File: src/rtl/segway_pkg.sv
// Shared types and constants for the segway drive path.
// Speeds are signed 12-bit; PWM period is 2^PWM_W clocks.
package segway_pkg;

    localparam int PWM_W   = 11;
    localparam int SPD_W   = 12;
    localparam int SPD_MAX = 2047;

    typedef logic signed [SPD_W-1:0] spd_t;

    typedef enum logic {
        DIR_FWD = 1'b0,
        DIR_REV = 1'b1
    } dir_t;

    // Fold -2048 onto -2047 so the magnitude always fits in PWM_W bits.
    function automatic spd_t sat_spd(input spd_t s);
        spd_t r;
        if (s == {1'b1, {(SPD_W-1){1'b0}}})
            r = spd_t'(-SPD_MAX);
        else
            r = s;
        return r;
    endfunction

endpackage

File: src/rtl/mtr_chan.sv
// One motor channel: saturate, slew-limit and reverse-protect the command
// once per period, then compare the magnitude against the shared counter.
module mtr_chan
    import segway_pkg::*;
#(
    parameter int MAX_STEP = 64
) (
    input  logic             clk,
    input  logic             rst,
    input  logic [PWM_W-1:0] cnt,
    input  logic             upd,
    input  spd_t             tgt,
    output logic             fwd_out,
    output logic             rev_out
);

    localparam logic signed [SPD_W:0] STEP = (SPD_W+1)'(MAX_STEP);

    spd_t                    app_q;
    spd_t                    app_d;
    dir_t                    dir_q;
    dir_t                    dir_d;
    logic                    dead_q;
    logic                    dead_d;
    spd_t                    tgt_sat;
    logic signed [SPD_W:0]   tgt_w;
    logic signed [SPD_W:0]   app_w;
    logic signed [SPD_W:0]   hi_w;
    logic signed [SPD_W:0]   lo_w;
    logic signed [SPD_W:0]   new_w;
    logic [SPD_W-1:0]        mag;
    logic                    on;

    assign tgt_sat = sat_spd(tgt);

    // Slew in 13 bits so app +/- STEP cannot wrap.
    always_comb begin
        tgt_w  = {tgt_sat[SPD_W-1], tgt_sat};
        app_w  = {app_q[SPD_W-1], app_q};
        hi_w   = app_w + STEP;
        lo_w   = app_w - STEP;
        new_w  = tgt_w;
        if (tgt_w > hi_w)
            new_w = hi_w;
        else if (tgt_w < lo_w)
            new_w = lo_w;
        app_d  = spd_t'(new_w);
        dir_d  = dir_q;
        dead_d = 1'b0;
        if (app_d != '0 && dir_t'(app_d[SPD_W-1]) != dir_q) begin
            dead_d = 1'b1;
            dir_d  = dir_t'(app_d[SPD_W-1]);
        end
    end

    assign mag = app_q[SPD_W-1] ? -app_q : app_q;
    assign on  = !dead_q && ({1'b0, cnt} < mag);

    always_ff @(posedge clk) begin
        if (rst) begin
            app_q   <= '0;
            dir_q   <= DIR_FWD;
            dead_q  <= 1'b0;
            fwd_out <= 1'b0;
            rev_out <= 1'b0;
        end else begin
            if (upd) begin
                app_q  <= app_d;
                dir_q  <= dir_d;
                dead_q <= dead_d;
            end
            fwd_out <= on && (dir_q == DIR_FWD);
            rev_out <= on && (dir_q == DIR_REV);
        end
    end

endmodule

File: src/rtl/mtr_drv.sv
// Dual H-bridge PWM driver: shared period counter, power gating of the
// targets, and one mtr_chan per motor (index 0 = left, 1 = right).
module mtr_drv
    import segway_pkg::*;
#(
    parameter int MAX_STEP = 64
) (
    input  logic                    clk,
    input  logic                    rst,
    input  logic                    pwr_up,
    input  logic signed [SPD_W-1:0] lft_spd,
    input  logic signed [SPD_W-1:0] rght_spd,
    output logic                    lft_fwd,
    output logic                    lft_rev,
    output logic                    rght_fwd,
    output logic                    rght_rev,
    output logic                    prd_strt
);

    logic [PWM_W-1:0] cnt_q;
    logic [PWM_W-1:0] cnt_d;
    logic             upd;
    spd_t             tgt [2];
    logic             fwd [2];
    logic             rev [2];

    assign cnt_d = cnt_q + 1'b1;
    assign upd   = (cnt_q == {PWM_W{1'b1}});

    // With power down both channels slew toward zero rather than cutting off.
    assign tgt[0] = pwr_up ? lft_spd  : '0;
    assign tgt[1] = pwr_up ? rght_spd : '0;

    always_ff @(posedge clk) begin
        if (rst) begin
            cnt_q    <= '0;
            prd_strt <= 1'b0;
        end else begin
            cnt_q    <= cnt_d;
            prd_strt <= upd;
        end
    end

    for (genvar gi = 0; gi < 2; gi++) begin : g_chan
        mtr_chan #(
            .MAX_STEP(MAX_STEP)
        ) u_chan (
            .clk    (clk),
            .rst    (rst),
            .cnt    (cnt_q),
            .upd    (upd),
            .tgt    (tgt[gi]),
            .fwd_out(fwd[gi]),
            .rev_out(rev[gi])
        );
    end

    assign lft_fwd  = fwd[0];
    assign lft_rev  = rev[0];
    assign rght_fwd = fwd[1];
    assign rght_rev = rev[1];

endmodule

File: config.mk
export PLATFORM = sky130hd
export DESIGN_NAME = mtr_drv
export DESIGN_NICKNAME = d
export VERILOG_FILES = /design/src/rtl/segway_pkg.sv /design/src/rtl/mtr_chan.sv /design/src/rtl/mtr_drv.sv
export SDC_FILE = /design/constraint.sdc
export NUM_CORES = 1
export LEC_CHECK = 0
export CAP_MARGIN = 20
export CORE_ASPECT_RATIO = 0.8
export CORE_MARGIN = 2
export CORE_UTILIZATION = 40
export CTS_CLUSTER_DIAMETER = 150
export DETAILED_ROUTE_END_ITERATION = 7
export GPL_TIMING_DRIVEN = 0
export MAX_ROUTING_LAYER = met4
export PLACE_DENSITY_LB_ADDON = 0.15
export SLEW_MARGIN = 5
export SYNTH_ARGS = -nofsm -noshare
export SYNTH_HDL_FRONTEND = slang
export SYNTH_SLANG_ARGS = --single-unit
File: constraint.sdc
create_clock -name clk -period 3.86 [get_ports clk]
set_input_delay 0.965 -clock clk [delete_from_list [all_inputs] [get_ports clk]]
set_output_delay 0.965 -clock clk [all_outputs]
set_load 0.01 [all_outputs]
# [Word-level counts from Yosys, hierarchy flattened]
# Index checks and enable logic that the tools add are counted.
[classes] n_eq_ne=5 n_lt_le_gt_ge=6 mux=12 addsub=7 bitwise=2 n_reduce_logical=14
[ops] op="2-to-1 mux 12 bit" count=10
[ops] op="adder 12 x 8 -> 13 bit, second input constant" count=2
[ops] op="greater-than comparator 12 x 13 -> 1 bit" count=2
[ops] op="< comparator 12 x 13 -> 1 bit" count=2
[ops] op="subtractor 12 x 8 -> 13 bit, second input constant" count=2
[ops] op="equality test 12 bit, second input constant" count=2
[ops] op="< comparator 11 x 12 -> 1 bit" count=2
[ops] op="negator 12 bit" count=2
[ops] op="nonzero test 12 bit" count=2
[ops] op="adder 11 x 1 -> 11 bit, second input constant" count=1
[ops] op="equality test 11 bit, second input constant" count=1
[ops] op="logical AND 1 bit" count=8
[ops] op="AND reduction 2 bit" count=2
[ops] op="logical NOT 1 bit" count=2
[ops] op="2-to-1 mux 1 bit" count=2
[ops] op="!= test 1 bit" count=2
[ops] op="NOT 1 bit" count=2
[word_totals] regBits=44 output_inout_bits=5 elab_cells=58

# [Depth between registers and ports, before layout]
[logic_depth] depth_word=9 depth_mapped=16

# [Modules after synthesis]
# A second synthesis with hierarchy kept.
[unflattened] hier_cells=574 hier_area_um2=4695.8
[by_module_without_submodules] mod="mtr_chan at g_chan[1].u_chan" cells_per_inst=244 area_each_um2=2023.2 seq_area_each_um2=320.3 n_inst=1
[by_module_without_submodules] mod="mtr_chan at g_chan[0].u_chan" cells_per_inst=251 area_each_um2=2009.4 seq_area_each_um2=320.3 n_inst=1
[by_module_without_submodules] mod="mtr_drv" cells_per_inst=79 area_each_um2=663.1 seq_area_each_um2=240.2 n_inst=1

# [Worst setup path before layout]
# Ideal clock, no wire load.
[synth_path] path_kind="input -> register" start="input port lft_spd[0]" end="register g_chan[0].u_chan.dir_q" slack_ns=-0.233 arrival_time_ns=4.007 stages=14 cell_sequence="or4_1 -> nor4_1 -> a22oi_1 -> ha_1 -> nor2b_1 -> o21bai_1 -> a211oi_1 -> o21bai_1 -> buf_6 -> mux2i_1 -> or4_1 -> a211o_1 -> o211a_1 -> a211oi_1"
[synth_between] elab_chain_cells=9 word_cells_on_any_way=11 cone_classes="2 x order compare; 2 x eq/ne; 4 x mux; 3 x reduce/logical"
[synth_lines] item="start, declared" line="mtr_drv.sv:11" source="input logic signed [SPD_W-1:0] lft_spd,"
[synth_lines] item="2-to-1 mux 12 bit (*)" line="mtr_drv.sv:31" source="assign tgt[0] = pwr_up ? lft_spd : '0;"
[synth_lines] item="equality test 12 bit" line="segway_pkg.sv:19" source="if (s == {1'b1, {(SPD_W-1){1'b0}}})"
[synth_lines] item="2-to-1 mux 12 bit (*)" line="segway_pkg.sv:19"
[synth_lines] item="< comparator 12 x 13 -> 1 bit" line="mtr_chan.sv:45" source="else if (tgt_w < lo_w)"
[synth_lines] item="2-to-1 mux 12 bit" line="mtr_chan.sv:45"
[synth_lines] item="2-to-1 mux 12 bit (*)" line="mtr_chan.sv:43" source="if (tgt_w > hi_w)"
[synth_lines] item="nonzero test 12 bit / != test 1 bit (equally long branches)" line="mtr_chan.sv:50" source="if (app_d != '0 && dir_t'(app_d[SPD_W-1]) != dir_q) begin"
[synth_lines] item="logical AND 1 bit" line="mtr_chan.sv:50"
[synth_lines] item="AND reduction 2 bit (no line)"
[synth_lines] item="end signal, assigned" line="mtr_chan.sv:69" source="dir_q <= dir_d;"
[synth_lines] item="end, declared" line="mtr_chan.sv:21" source="dir_t dir_q;"
# Mark *: on every way between the ends. The rest lies on a longest branch, timed or not.
# A chain may end at the register's enable or synchronous reset.

# [Worst setup path after layout]
[layout_path] start="input port lft_spd[9]" end="register g_chan[0].u_chan.dir_q"
# Same word-level chain as after synthesis.

==> results.sh <==
export IMPL_synth_ff_type="sky130_fd_sc_hd__dfxtp_1"
export IMPL_number_of_warning_messages_in_the_yosys_log=0
export IMPL_timing_max_transition_violations_final=0
export IMPL_fp_dieW_microns=123
export IMPL_violations="setup timing"
export IMPL_grt_overflow_total=0
export IMPL_post_synth_most_frequent_cells="sky130_fd_sc_hd__nand2_1, sky130_fd_sc_hd__ha_1, sky130_fd_sc_hd__nor2_1"
export IMPL_final_cell_count_no_fill=783
export IMPL_run_status="finished, violations left"
export IMPL_vias=4466
export IMPL_finalHoldViolations=0
export IMPL_postLayoutCellArea_sq_mm=0.00558
export IMPL_postRouteAntennaNets=0
export IMPL_power_density_mw_per_mm2=215
export IMPL_fp_dieH_microns=98.9
export IMPL_design_power_total_mw=1.20
export IMPL_average_vias_per_placed_instance=5.70
export IMPL_antennaDiodeCount=0
export IMPL_grt_setup_unrepaired="yes"
export IMPL_final_core_util_pct=51.0
export IMPL_timing_fmax_mhz=250
export IMPL_yosysMostFrequentCell="sky130_fd_sc_hd__nand2_1"
export IMPL_maximum_number_of_pins_on_one_net_before_global_route_repair=14
export IMPL_globalRoute_busiestLayer="met1"
export IMPL_gr_usage_met3_pct=4.63
export IMPL_setup_failing_eps_final=2
export IMPL_post_synth_edffs=0
export IMPL_iteration_count_of_the_initial_detailed_routing_pass=4
export IMPL_area_delta_synth_final_pct=23.9
export IMPL_complex_gate_fraction_of_the_synthesized_area_pct=18.2
export IMPL_worst_setup_path_start_kind="input pin"
export IMPL_io_buffer_count=30
export IMPL_post_route_drc_count=0
export IMPL_worst_ep_arrival_time_ns=4.23
export IMPL_criticalPathCategory="in -> reg"
export IMPL_post_dp_cell_area_sq_mm=0.00498
export IMPL_clock_latency_ns=0.30
export IMPL_share_of_flip_flops_with_an_asynchronous_set_or_reset_after_synthesis_pct=0
export IMPL_netlist_cell_type_count=60
export IMPL_synth_net_count=679
export IMPL_post_synth_instance_area_sq_mm=0.00450
export IMPL_htreeDepth=2
export IMPL_placer_congestion=0.931
export IMPL_vias_in_the_first_global_route=4147
export IMPL_numCtsBuffers=5
export IMPL_worst_slew_pin_transition_ns=0.921
export IMPL_placeableCoreArea_sq_mm=0.0109
export IMPL_synthesis_area_per_instance_sq_um=7.69
export IMPL_placement_rows=34
export IMPL_grt_first_pass_wirelength_microns=21800
export IMPL_cts_root_buffer="sky130_fd_sc_hd__clkbuf_16"
export IMPL_maxCapViolCount=0
export IMPL_cp_required_ns=4.09
export IMPL_worst_ir_drop_vdd_mv=0.144
export IMPL_dpl_cell_count=759
export IMPL_netlist_top_cell_by_area="sky130_fd_sc_hd__dfxtp_1"
export IMPL_grt_met2_usage_pct=32.4
export IMPL_synth_top_family_by_area="simple AND/OR/NAND/NOR gates"
export IMPL_min_period_over_period_pct=104
export IMPL_initial_utilization_pct=41.2
export IMPL_synth_area_in_simple_gates_pct=26.8
export IMPL_yosysSeqAreaShare_pct=19.6
export IMPL_cts_sink_count=44
export IMPL_synth_top_area_share_pct=19.6
export IMPL_drt_total_wl_microns=13800
export IMPL_synth_xor_area_share_pct=8.76
export IMPL_global_route_usage_total_pct=23.7
export IMPL_synthAdderAreaFrac_pct=18.6
export IMPL_layout_nets=733
export IMPL_gr_met1_demand_resource_pct=35.8
export IMPL_cp_endpoint_kind="flip-flop"
export IMPL_crit_fanout=6
export IMPL_ctsHoldBuffers=0
export IMPL_fin_crit_ns=4.01
export IMPL_post_synth_main_area_contributors="sky130_fd_sc_hd__dfxtp_1, sky130_fd_sc_hd__ha_1, sky130_fd_sc_hd__xnor2_1"
export IMPL_muxShareOfSynthArea_pct=2.06
export IMPL_synth_seq_cells=44
export IMPL_dp_hpwl_microns=10400
export IMPL_timing_slew_headroom_pct=38.0
export IMPL_tns_ns=-0.261
export IMPL_tritoncts="done"
export IMPL_share_of_layout_cells_above_drive_strength_1_pct=16.3
export IMPL_worst_setup_hold_path_clk_slew_ns=0.07
export IMPL_postSynthCellCount=585
export IMPL_ctsLongestPathBuffers=2
export IMPL_setup_ws_ns=-0.146
export IMPL_floorplan_die_area_sq_mm=0.0121
export IMPL_leakage_nw=2.35
export IMPL_clock_skew_final_ns=0.00576
export IMPL_route_detailed_wl_per_inst_microns=17.6
export IMPL_pin_count=32
export IMPL_holdCritPathClass="reg -> reg"
export IMPL_detail_route_iter0_violations=352
export IMPL_initial_antenna_violation_count=0
timing repair:
action | 4_1_cts | 5_1_grt
pin swaps | 19 | 33
endpoints found under the setup margin | 28 | 16
gates resized for setup | 61 | 53
setup buffers | 9 | 11
cells by family after synthesis:
family          count (synthesis)
compound gates                120
xor+xnor                       45
fa+ha+maj                      67
buf+inv                        56
flops                          44
mux                             9
simple gates                  244
critical path: stages:
cell                              delay, ns
sky130_fd_sc_hd__clkdlybuf4s15_1       0.18
sky130_fd_sc_hd__or3_4                 0.41
sky130_fd_sc_hd__nor4_4                0.29
sky130_fd_sc_hd__a22oi_2               0.13
sky130_fd_sc_hd__ha_4                  0.29
sky130_fd_sc_hd__nand2_4               0.04
sky130_fd_sc_hd__o41ai_4               0.30
sky130_fd_sc_hd__o21ba_4               0.23
sky130_fd_sc_hd__or4_1                 0.51
sky130_fd_sc_hd__o211a_1               0.14
sky130_fd_sc_hd__a211o_1               0.36
sky130_fd_sc_hd__o211a_1               0.25
sky130_fd_sc_hd__a211oi_2              0.13
cells in the final DEF (no fill, tap or decap), types with 4 or more instances in the layout:
master,synthesis,routed
sky130_fd_sc_hd__o31ai_1,5,5
sky130_fd_sc_hd__clkbuf_16,0,5
sky130_fd_sc_hd__ha_1,67,65
sky130_fd_sc_hd__nor2_1,53,52
sky130_fd_sc_hd__nor3_1,15,13
sky130_fd_sc_hd__xnor2_1,33,32
sky130_fd_sc_hd__mux2i_1,7,5
sky130_fd_sc_hd__a211oi_2,0,4
sky130_fd_sc_hd__o21ai_0,15,14
sky130_fd_sc_hd__and2_1,17,11
sky130_fd_sc_hd__clkbuf_1,16,8
sky130_fd_sc_hd__or3_1,5,4
sky130_fd_sc_hd__clkdlybuf4s50_1,0,12
sky130_fd_sc_hd__clkbuf_2,0,5
sky130_fd_sc_hd__nand3_1,27,27
sky130_fd_sc_hd__nor2b_1,8,7
sky130_fd_sc_hd__dfxtp_1,44,42
sky130_fd_sc_hd__nand2_2,0,4
sky130_fd_sc_hd__a21oi_1,34,32
sky130_fd_sc_hd__nand2b_1,5,5
sky130_fd_sc_hd__xor2_1,12,12
sky130_fd_sc_hd__nand2_1,73,67
sky130_fd_sc_hd__and2_4,0,6
sky130_fd_sc_hd__a21o_1,10,10
sky130_fd_sc_hd__nand4_1,14,14
sky130_fd_sc_hd__inv_1,33,32
sky130_fd_sc_hd__o211ai_1,5,5
sky130_fd_sc_hd__buf_6,1,4
sky130_fd_sc_hd__a211oi_1,13,8
sky130_fd_sc_hd__buf_4,0,19
sky130_fd_sc_hd__dlymetal6s2s_1,0,8
sky130_fd_sc_hd__o21a_1,6,6
final timing paths:
kind / start / endpoint / slack [ns] / cells past startpoint
min reg2reg: g_chan[1].u_chan.app_q[4]$_SDFFE_PP0P_ / g_chan[1].u_chan.app_q[4]$_SDFFE_PP0P_ / 0.47 / 2
max reg2reg: g_chan[0].u_chan.app_q[9]$_SDFFE_PP0P_ / g_chan[0].u_chan.dir_q$_SDFFE_PP0P_ / -0.04 / 13
min: g_chan[1].u_chan.app_q[4]$_SDFFE_PP0P_ / g_chan[1].u_chan.app_q[4]$_SDFFE_PP0P_ / 0.47 / 2
max: lft_spd[9] / g_chan[0].u_chan.dir_q$_SDFFE_PP0P_ / -0.15 / 13
registers in the layout, summed over array words and instances, names as in the netlist:
register               flops
cnt_q                     11
prd_strt                   1
g_chan.u_chan.rev_out      2
g_chan.u_chan.dir_q        2
g_chan.u_chan.app_q       24
g_chan.u_chan.fwd_out      2
g_chan.u_chan.dead_q       2
per-stage QoR:
stage | setup slack (ns) | hold WS [ns]
2_1_floorplan | -0.0790 | 0.428
3_3_place_gp | -1.20 | 0.454
3_5_place_dp | -1.20 | 0.466
4_1_cts | -0.159 | 0.476
5_1_grt | -0.251 | 0.495
6_report | -0.146 | 0.474
layer usage:
| layer | up-vias | wire length, microns |
|---|---|---|
| met5 | - | 0 |
| met1 | 2124 | 7370 |
| met4 | 0 | 102 |
| met3 | 8 | 845 |
| li1 | 2198 | - |
| met2 | 136 | 5430 |
report_power, final:
part	total (mW)	internal, mW	switching, mW	leakage, nW
Sequential	0.463	0.459	0.00446	0.356
Clock	0.432	0.236	0.196	0.0657
Combinational	0.305	0.145	0.161	1.93
Total	1.20	0.839	0.361	2.35
final cells by class:
type	instances	area [sq um]
repair buffers	50	465
fillers	1067	5360
inverters	33	124
well taps	144	180
clock inverters	2	12.5
clock buffers	5	125
plain buffers	20	159
multi-input cells	485	3630
flip-flops and latches	44	883
Note: power is estimated with default switching activity, not from simulation.
